File: src/rtl/i_arbiter_rr.sv
// i_arbiter_rr: round-robin arbiter over 2**SIZE active-low requesters.
// Issues a one-hot active-low grant plus its binary index. Every grant is
// followed by a one-cycle GAP and then an IDLE arbitration cycle.
// Optional grant timeout is compiled in with `define ARB_TIMEOUT_EN; the
// default build holds a grant until release and ties preempt low.
module i_arbiter_rr #(
  parameter int unsigned SIZE     = 2,
  parameter int unsigned HOLD_MAX = 8
) (
  input  logic                   clk,
  input  logic                   rst,
  input  logic [(1<<SIZE)-1:0]   req_n,
  output logic [(1<<SIZE)-1:0]   gnt_n,
  output logic [SIZE-1:0]        gnt_idx,
  output logic                   gnt_valid,
  output logic                   busy,
  output logic                   preempt
);

  localparam int unsigned N = 1 << SIZE;

  typedef enum logic [1:0] {
    IDLE  = 2'd0,
    GRANT = 2'd1,
    GAP   = 2'd2
  } state_t;

  // Reject an illegal timeout length at elaboration
  if (HOLD_MAX < 1 || HOLD_MAX > 255) begin : g_bad_hold_max
    $error("i_arbiter_rr: HOLD_MAX must be in 1..255");
  end

  state_t            state_q, state_d;
  logic [SIZE-1:0]   last_q, last_d;
  logic [SIZE-1:0]   idx_q, idx_d;
  logic [N-1:0]      gnt_n_d;
  logic [SIZE-1:0]   gnt_idx_d;
  logic              gnt_valid_d;
  logic              busy_d;

  logic [SIZE-1:0]   pick;
  logic              found;
  logic [SIZE-1:0]   cand;

`ifdef ARB_TIMEOUT_EN
  localparam logic [7:0] HOLD_LAST = 8'(HOLD_MAX - 1);
  logic [7:0]        cnt_q, cnt_d;
  logic              preempt_d;
`endif

  // Round-robin search: first low request starting at last+1, wrapping
  always_comb begin
    pick  = '0;
    found = 1'b0;
    cand  = '0;
    for (int i = 0; i < N; i++) begin
      cand = last_q + SIZE'(i + 1);
      if (!found && !req_n[cand]) begin
        pick  = cand;
        found = 1'b1;
      end
    end
  end

  // Next-state and next-output logic
  always_comb begin
    state_d     = state_q;
    last_d      = last_q;
    idx_d       = idx_q;
    gnt_n_d     = '1;
    gnt_idx_d   = '0;
    gnt_valid_d = 1'b0;
    busy_d      = 1'b0;
`ifdef ARB_TIMEOUT_EN
    cnt_d       = cnt_q;
    preempt_d   = 1'b0;
`endif
    unique case (state_q)
      IDLE: begin
        if (found) begin
          state_d     = GRANT;
          idx_d       = pick;
          gnt_n_d     = ~(N'(1) << pick);
          gnt_idx_d   = pick;
          gnt_valid_d = 1'b1;
          busy_d      = 1'b1;
`ifdef ARB_TIMEOUT_EN
          cnt_d       = 8'd0;
`endif
        end
      end
      GRANT: begin
        if (req_n[idx_q]) begin
          // Release: the owner drops to lowest priority
          state_d = GAP;
          last_d  = idx_q;
          busy_d  = 1'b1;
`ifdef ARB_TIMEOUT_EN
        end else if (cnt_q == HOLD_LAST) begin
          // Grant has run its full length: revoke it
          state_d   = GAP;
          last_d    = idx_q;
          busy_d    = 1'b1;
          preempt_d = 1'b1;
`endif
        end else begin
          gnt_n_d     = ~(N'(1) << idx_q);
          gnt_idx_d   = idx_q;
          gnt_valid_d = 1'b1;
          busy_d      = 1'b1;
`ifdef ARB_TIMEOUT_EN
          cnt_d       = cnt_q + 8'd1;
`endif
        end
      end
      GAP: begin
        state_d = IDLE;
      end
      default: begin
        state_d = IDLE;
      end
    endcase
  end

  // State, pointer and registered outputs
  always_ff @(posedge clk) begin
    if (rst) begin
      state_q   <= IDLE;
      last_q    <= SIZE'(N - 1);
      idx_q     <= '0;
      gnt_n     <= '1;
      gnt_idx   <= '0;
      gnt_valid <= 1'b0;
      busy      <= 1'b0;
    end else begin
      state_q   <= state_d;
      last_q    <= last_d;
      idx_q     <= idx_d;
      gnt_n     <= gnt_n_d;
      gnt_idx   <= gnt_idx_d;
      gnt_valid <= gnt_valid_d;
      busy      <= busy_d;
    end
  end

`ifdef ARB_TIMEOUT_EN
  // Hold counter and preempt pulse
  always_ff @(posedge clk) begin
    if (rst) begin
      cnt_q   <= 8'd0;
      preempt <= 1'b0;
    end else begin
      cnt_q   <= cnt_d;
      preempt <= preempt_d;
    end
  end
`else
  assign preempt = 1'b0;
`endif

endmodule

File: config.mk
export PLATFORM = sky130hd
export DESIGN_NAME = i_arbiter_rr
export DESIGN_NICKNAME = d
export VERILOG_FILES = /design/src/rtl/i_arbiter_rr.sv
export SDC_FILE = /design/constraint.sdc
export NUM_CORES = 1
export LEC_CHECK = 0
export ABC_AREA = 1
export CORE_AREA = 10 10 55 57
export DETAILED_ROUTE_END_ITERATION = 16
export DIE_AREA = 0 0 65 67
export GPL_TIMING_DRIVEN = 0
export PLACE_DENSITY = 0.72
export SLEW_MARGIN = 20
export SYNTH_ARGS = -nofsm -noshare
export SYNTH_HDL_FRONTEND = slang
export SYNTH_SLANG_ARGS = --single-unit
File: constraint.sdc
create_clock -name clk -period 1.58 [get_ports clk]
set_input_delay 0.158 -clock clk [delete_from_list [all_inputs] [get_ports clk]]
set_output_delay 0.158 -clock clk [all_outputs]
set_load 0.05 [all_outputs]
# Word level (Yosys, flattened, before mapping)
# Index checks and enable logic that the tools add are counted.
# classes
magnitude_cmp	5
n_reduce_logical	12
n_mux	31
n_bitwise	2
shifts	2
addsub	3
eq_ne	3
# op_table
op	count
2-to-1 mux 2 bit	8
< comparator 2 x 3 -> 1 bit, second input constant	5
2-to-1 mux 1 bit	11
binary-select mux 1 bit (select 2 bit)	5
2-to-1 mux 4 bit	2
NOT 4 bit	2
one-hot mux 2 bit (2 select lines)	2
one-hot mux 4 bit (2 select lines)	1
left shift 1 x 2 -> 4 bit, first input constant	2
AND reduction 2 bit	3
zero test 1 bit	5
adder 2 bit, second input constant	2
inequality test 2 bit, second input constant	2
one-hot mux 1 bit (2 select lines)	2
logical AND 1 bit	3
adder 2 x 1 -> 2 bit, second input constant	1
equality test 2 x 1 -> 1 bit, second input constant	1
zero test 2 bit	1
# word_totals
output_inout_bits	9
reg_bits	14
elab_cells	65
inputBits	6

# Depth between registers and ports, before layout
# depth
depth_word	16
mapped_depth	14
depth_no_buf	13

# Worst setup path before layout
# No wires, ideal clock.
# synth_path
path_kind	register to register
start	reg last_q[0]
end	reg gnt_valid
slack_ns	0.170
path_buffers	1
setup_time_ns	0.129
arrival_time_ns	1.282
stages_incl_launch_ff	11
cell_sequence	dfxtp_1 buf_4 nand2_1 nand2_1 nand2_2 nand2_4 nand3_4 o21ai_4 inv_2 nor2_1 nor2_1
# synth_between
elab_chain_cells	14
word_cells_on_any_way	25
cone_classes	add/sub: 3; mux: 14; reduce/logical: 8
# synth_lines
element	line_no	source
start: declaration	34	logic [SIZE-1:0] last_q, last_d;
start signal: assignment	129	last_q <= SIZE'(N - 1);
start signal: assignment	137	last_q <= last_d;
adder 2 bit	57	cand = last_q + SIZE'(i + 1);
binary-select mux 1 bit (select 2 bit)	58	if (!found && !req_n[cand]) begin
2-to-1 mux 1 bit (implied by the code)	58	
zero test 1 bit	58	
logical AND 1 bit	58	
2-to-1 mux 1 bit	58	
zero test 1 bit	58	
logical AND 1 bit	58	
2-to-1 mux 1 bit	58	
zero test 1 bit	58	
logical AND 1 bit	58	
2-to-1 mux 1 bit *	58	
2-to-1 mux 1 bit *	80	if (found) begin
one-hot mux 1 bit (2 select lines) *	78	unique case (state_q)
end signal: assignment	141	gnt_valid <= gnt_valid_d;
end: declaration	15	output logic gnt_valid,
# Mark *: on every way between the ends. The rest lies on a longest branch, timed or not. The select of a mux whose other input is x is not followed.
# A chain may end at the register's enable or synchronous reset.

# Final worst setup path
# layout_path
start	reg last_q[0]
end	reg busy
# layout_between
elab_chain_cells	14
word_cells_on_any_way	25
cone_classes	add/sub: 3; mux: 14; reduce/logical: 8
# layout_lines
element	line_no	source
adder 2 bit	57	
binary-select mux 1 bit (select 2 bit)	58	
2-to-1 mux 1 bit (implied by the code)	58	
zero test 1 bit	58	
logical AND 1 bit	58	
2-to-1 mux 1 bit	58	
zero test 1 bit	58	
logical AND 1 bit	58	
2-to-1 mux 1 bit	58	
zero test 1 bit	58	
logical AND 1 bit	58	
2-to-1 mux 1 bit *	58	
2-to-1 mux 1 bit *	80	
one-hot mux 1 bit (2 select lines) *	78	
end signal: assignment	142	busy <= busy_d;
end: declaration	16	output logic busy,
# Marked as above.

==> run_results.csv <==
group,metric,value,unit
outcome,status,"finished clean",
critical_path,timing.rr.end,"busy",
critical_path,cp_common_cell,"nand2_2",
route,drc_errors,0,
logic_synthesis,ys_top_cells_by_count,"nand2_1 (51), nand3_1 (15), dfxtp_1 (14)",
sta,maxSlewHeadroom,66.20,%
floorplan,initial_utilization,48.32,%
critical_path,regToRegSetupSlack,0.004,ns
flow_run,cap_violations,0,
logic_synthesis,syn-num-nets,152,
floorplan,die_h,67,µm
route,drtAntennaViolNets,0,
floorplan,num_rows,16,
critical_path,cp_cell_sequence,"buf_8 -> nand2_1 -> nand2_2 -> nand2_2 -> nand2_4 -> nand3_4 -> o21ai_4 -> inv_4 -> o21ai_2 -> inv_1",
logic_synthesis,synth-seq-area-share,29.87,%
logic_synthesis,synth_seq_cells,14,
logic_synthesis,synth-edff-count,0,
hold_path,hold_class,"in -> reg",
cells_and_area,n_antenna_cell,0,
logic_synthesis,synth_top_area_cell,"dfxtp_1",
place,numPortBuffers,12,
sta,timing.fmax,634.3,MHz
critical_path,required,1.76,ns
logic_synthesis,ys_warn_count,0,
sta,slew_violations,0,
critical_path,start_kind,"flip-flop",
place,post-dp-hpwl,1664,µm
critical_path,crit_path_end_kind,"flip-flop",
hold_path,min_to,"state_q[0]",
sta,worst_slew_pin_slew,0.5061,ns
place,routabilityCongestion,0.8693,
logic_synthesis,synth_area,938.4,µm²
logic_synthesis,syn_inst,146,
floorplan,die_width,65,µm
sta,timing.hold.ws,0.2676,ns
sta,rsz0062_at_grt,"true",
route,drtPass1Iterations,4,
floorplan,core-area,1942,µm²
clocking,clk_latency,0.27,ns
critical_path,critical_path_class,"reg -> reg",
floorplan,die_area,4355,µm²
cells_and_area,register_area,287.8,µm²
logic_synthesis,synth_top_area_share,29.87,%
place,dpl_cell_area,1092,µm²
grt,grt_util_all_layers,9.710,%
sta,finalSetupViolCount,0,
clocking,h-tree-depth,1,
logic_synthesis,synthSimpleGateAreaFrac,49.60,%
floorplan,io_pins,15,
critical_path,r2r-start,"last_q[0]",
clocking,cts_buffer_depth,2,
pwr,cellPowerDensity,2206,nW/µm²
clocking,cts_tree,"built",
cells_and_area,multi_input_area,663.1,µm²
critical_path,critPathMaxFanout,9,
pwr,power_leakage,0.6345,nW
cells_and_area,drive_above_1_share,37.06,%
grt,grt_pass1_wl,3525,µm
hold_path,holdPathStages,2,
grt,grt_pass1_vias,883,
logic_synthesis,synth_top_family_by_area,"simple AND/OR/NAND/NOR gates",
route,wire_per_inst,11.92,µm
grt,grt_max_degree,11,
cells_and_area,num-fill-cells,164,
clocking,cts-root-buf,"clkbuf_4",
clocking,cts_sinks,14,
clocking,numCtsBuffers,3,
hold_path,hold_start,"rst",
clocking,cts.clk_slew.worst_paths,0.08,ns
critical_path,slowest_stage,"dfxtp_4",
logic_synthesis,synth_ff_type,"dfxtp_1",
critical_path,worst-path-buf-inv,3,
sta,period_needed,1.576,ns
logic_synthesis,ys_types,26,
logic_synthesis,synthMuxAreaShare,0,%
sta,hold_viol,0,
grt,grt.overflow.total,0,
cells_and_area,nets,177,
route,vias,1004,
pwr,max-vdd-ir-drop,1.329,mV
logic_synthesis,synth_area_leaders,"dfxtp_1 (30%), nand2_1 (20%), nand3_1 (8.0%), nand2_2 (7.3%), inv_1 (4.0%)",
cells_and_area,syn_to_final_growth,40.00,%
critical_path,cp_data_arrival_time,1.75,ns
logic_synthesis,yosysMostFrequentCell,"nand2_1",
logic_synthesis,syn_avg_cell_area,6.427,µm²
critical_path,slowest_delay,0.38,ns
sta,finalClockSkew,0.001127,ns
logic_synthesis,synth_compound_area_share,10.40,%
route,vias_per_cell,5.096,
critical_path,cp_top_family,"simple AND/OR/NAND/NOR gates",
pwr,p_total,2.898,mW
logic_synthesis,synth_fa_ha_area_share,0,%
cells_and_area,fin_util,67.65,%
cells_and_area,fin_area,1314,µm²
sta,period_share,99.77,%
critical_path,reg2regPathDepth,10,
route,initialDrtViolationCount,44,
grt,antenna_found_initial,0,
logic_synthesis,synthArstFlopShare,0,%
route,drt-total-wl,2348,µm
logic_synthesis,synthXorXnorAreaFrac,0,%
cells in the final DEF (no fill, tap or decap), types with 2 or more instances in the layout:
master	instances
nand3_1	11
clkbuf_4	4
o21ai_1	2
clkdlybuf4s50_1	8
dfxtp_4	2
nor2_2	3
nand2_1	42
dfxtp_1	12
dlymetal6s2s_1	3
o211ai_1	2
nor2_1	8
nand3_2	4
buf_4	8
inv_2	2
nand2_2	16
a21oi_2	4
nand2_4	5
inv_1	10
inv_4	3
nor2_4	3
nand4_1	3
cell type report:
cell class	instances	share of cell area, %
buffer	5	3.429
multi-input combinational	112	50.48
sequential	14	21.90
tap	27	2.571
inverter	15	4.857
clock buffer	4	2.762
timing repair buffer	20	14.00
cell families (layout without fill, tap and decap cells):
kind of cell    after synthesis  in the layout
compound gates               14             14
simple gates                 97             97
other cells                   1              1
flops                        14             14
buf+inv                      20             44
timing repair:
action	in CTS	in global routing
buffers inserted	0	7
gates resized for setup	2	38
cloned	0	1
pin swaps	0	13
setup endpoints to repair	6	13
hold buffers	0	0
through the flow:
stage | TNS (ns) | setup slack (ns) | instances
2_1_floorplan | 0 | 0.1698 | 146
3_3_place_gp | -1.423 | -0.1894 | 185
3_5_place_dp | -1.831 | -0.2222 | 185
4_1_cts | 0 | 0.001721 | 189
5_1_grt | -0.5917 | -0.1240 | 197
6_report | 0 | 0.003573 | 197
power breakdown:
| group | leakage (nW) | internal, mW | switching, mW | total [mW] |
|---|---|---|---|---|
| registers | 0.115 | 0.498 | 0.0947 | 0.593 |
| clock network | 0.0210 | 0.140 | 0.108 | 0.248 |
| logic | 0.498 | 0.731 | 1.33 | 2.06 |
| total | 0.634 | 1.37 | 1.53 | 2.90 |
worst max-delay path by stage:
stage | start | end | slack, ns | depth (start not counted)
6_report | last_q[0] | busy | 0.004 | 10
3_5_place_dp | req_n[1] | state_q[0] | -0.22 | 10
3_3_place_gp | req_n[1] | gnt_valid | -0.19 | 10
2_1_floorplan | last_q[0] | gnt_valid | 0.17 | 10
5_1_grt | idx_q[0] | gnt_n[2] | -0.12 | 8
4_1_cts | last_q[0] | gnt_valid | 0.002 | 10
layer usage:
layer  global-route usage, %  share of wire, %  up-vias
met1                   11.02                43      464
met2                   17.36                51       24
li1                        -                 -      512
met5                       0                 0        -
met3                   2.843               4.8        4
met4                   2.406              0.68        0
sequential cells by signal (all words and copies together) (netlist names):
name,count
busy,1
last_q,2
state_q,2
idx_q,2
gnt_n,4
gnt_valid,1
gnt_idx,2
Note: power is estimated with default switching activity, not from simulation.
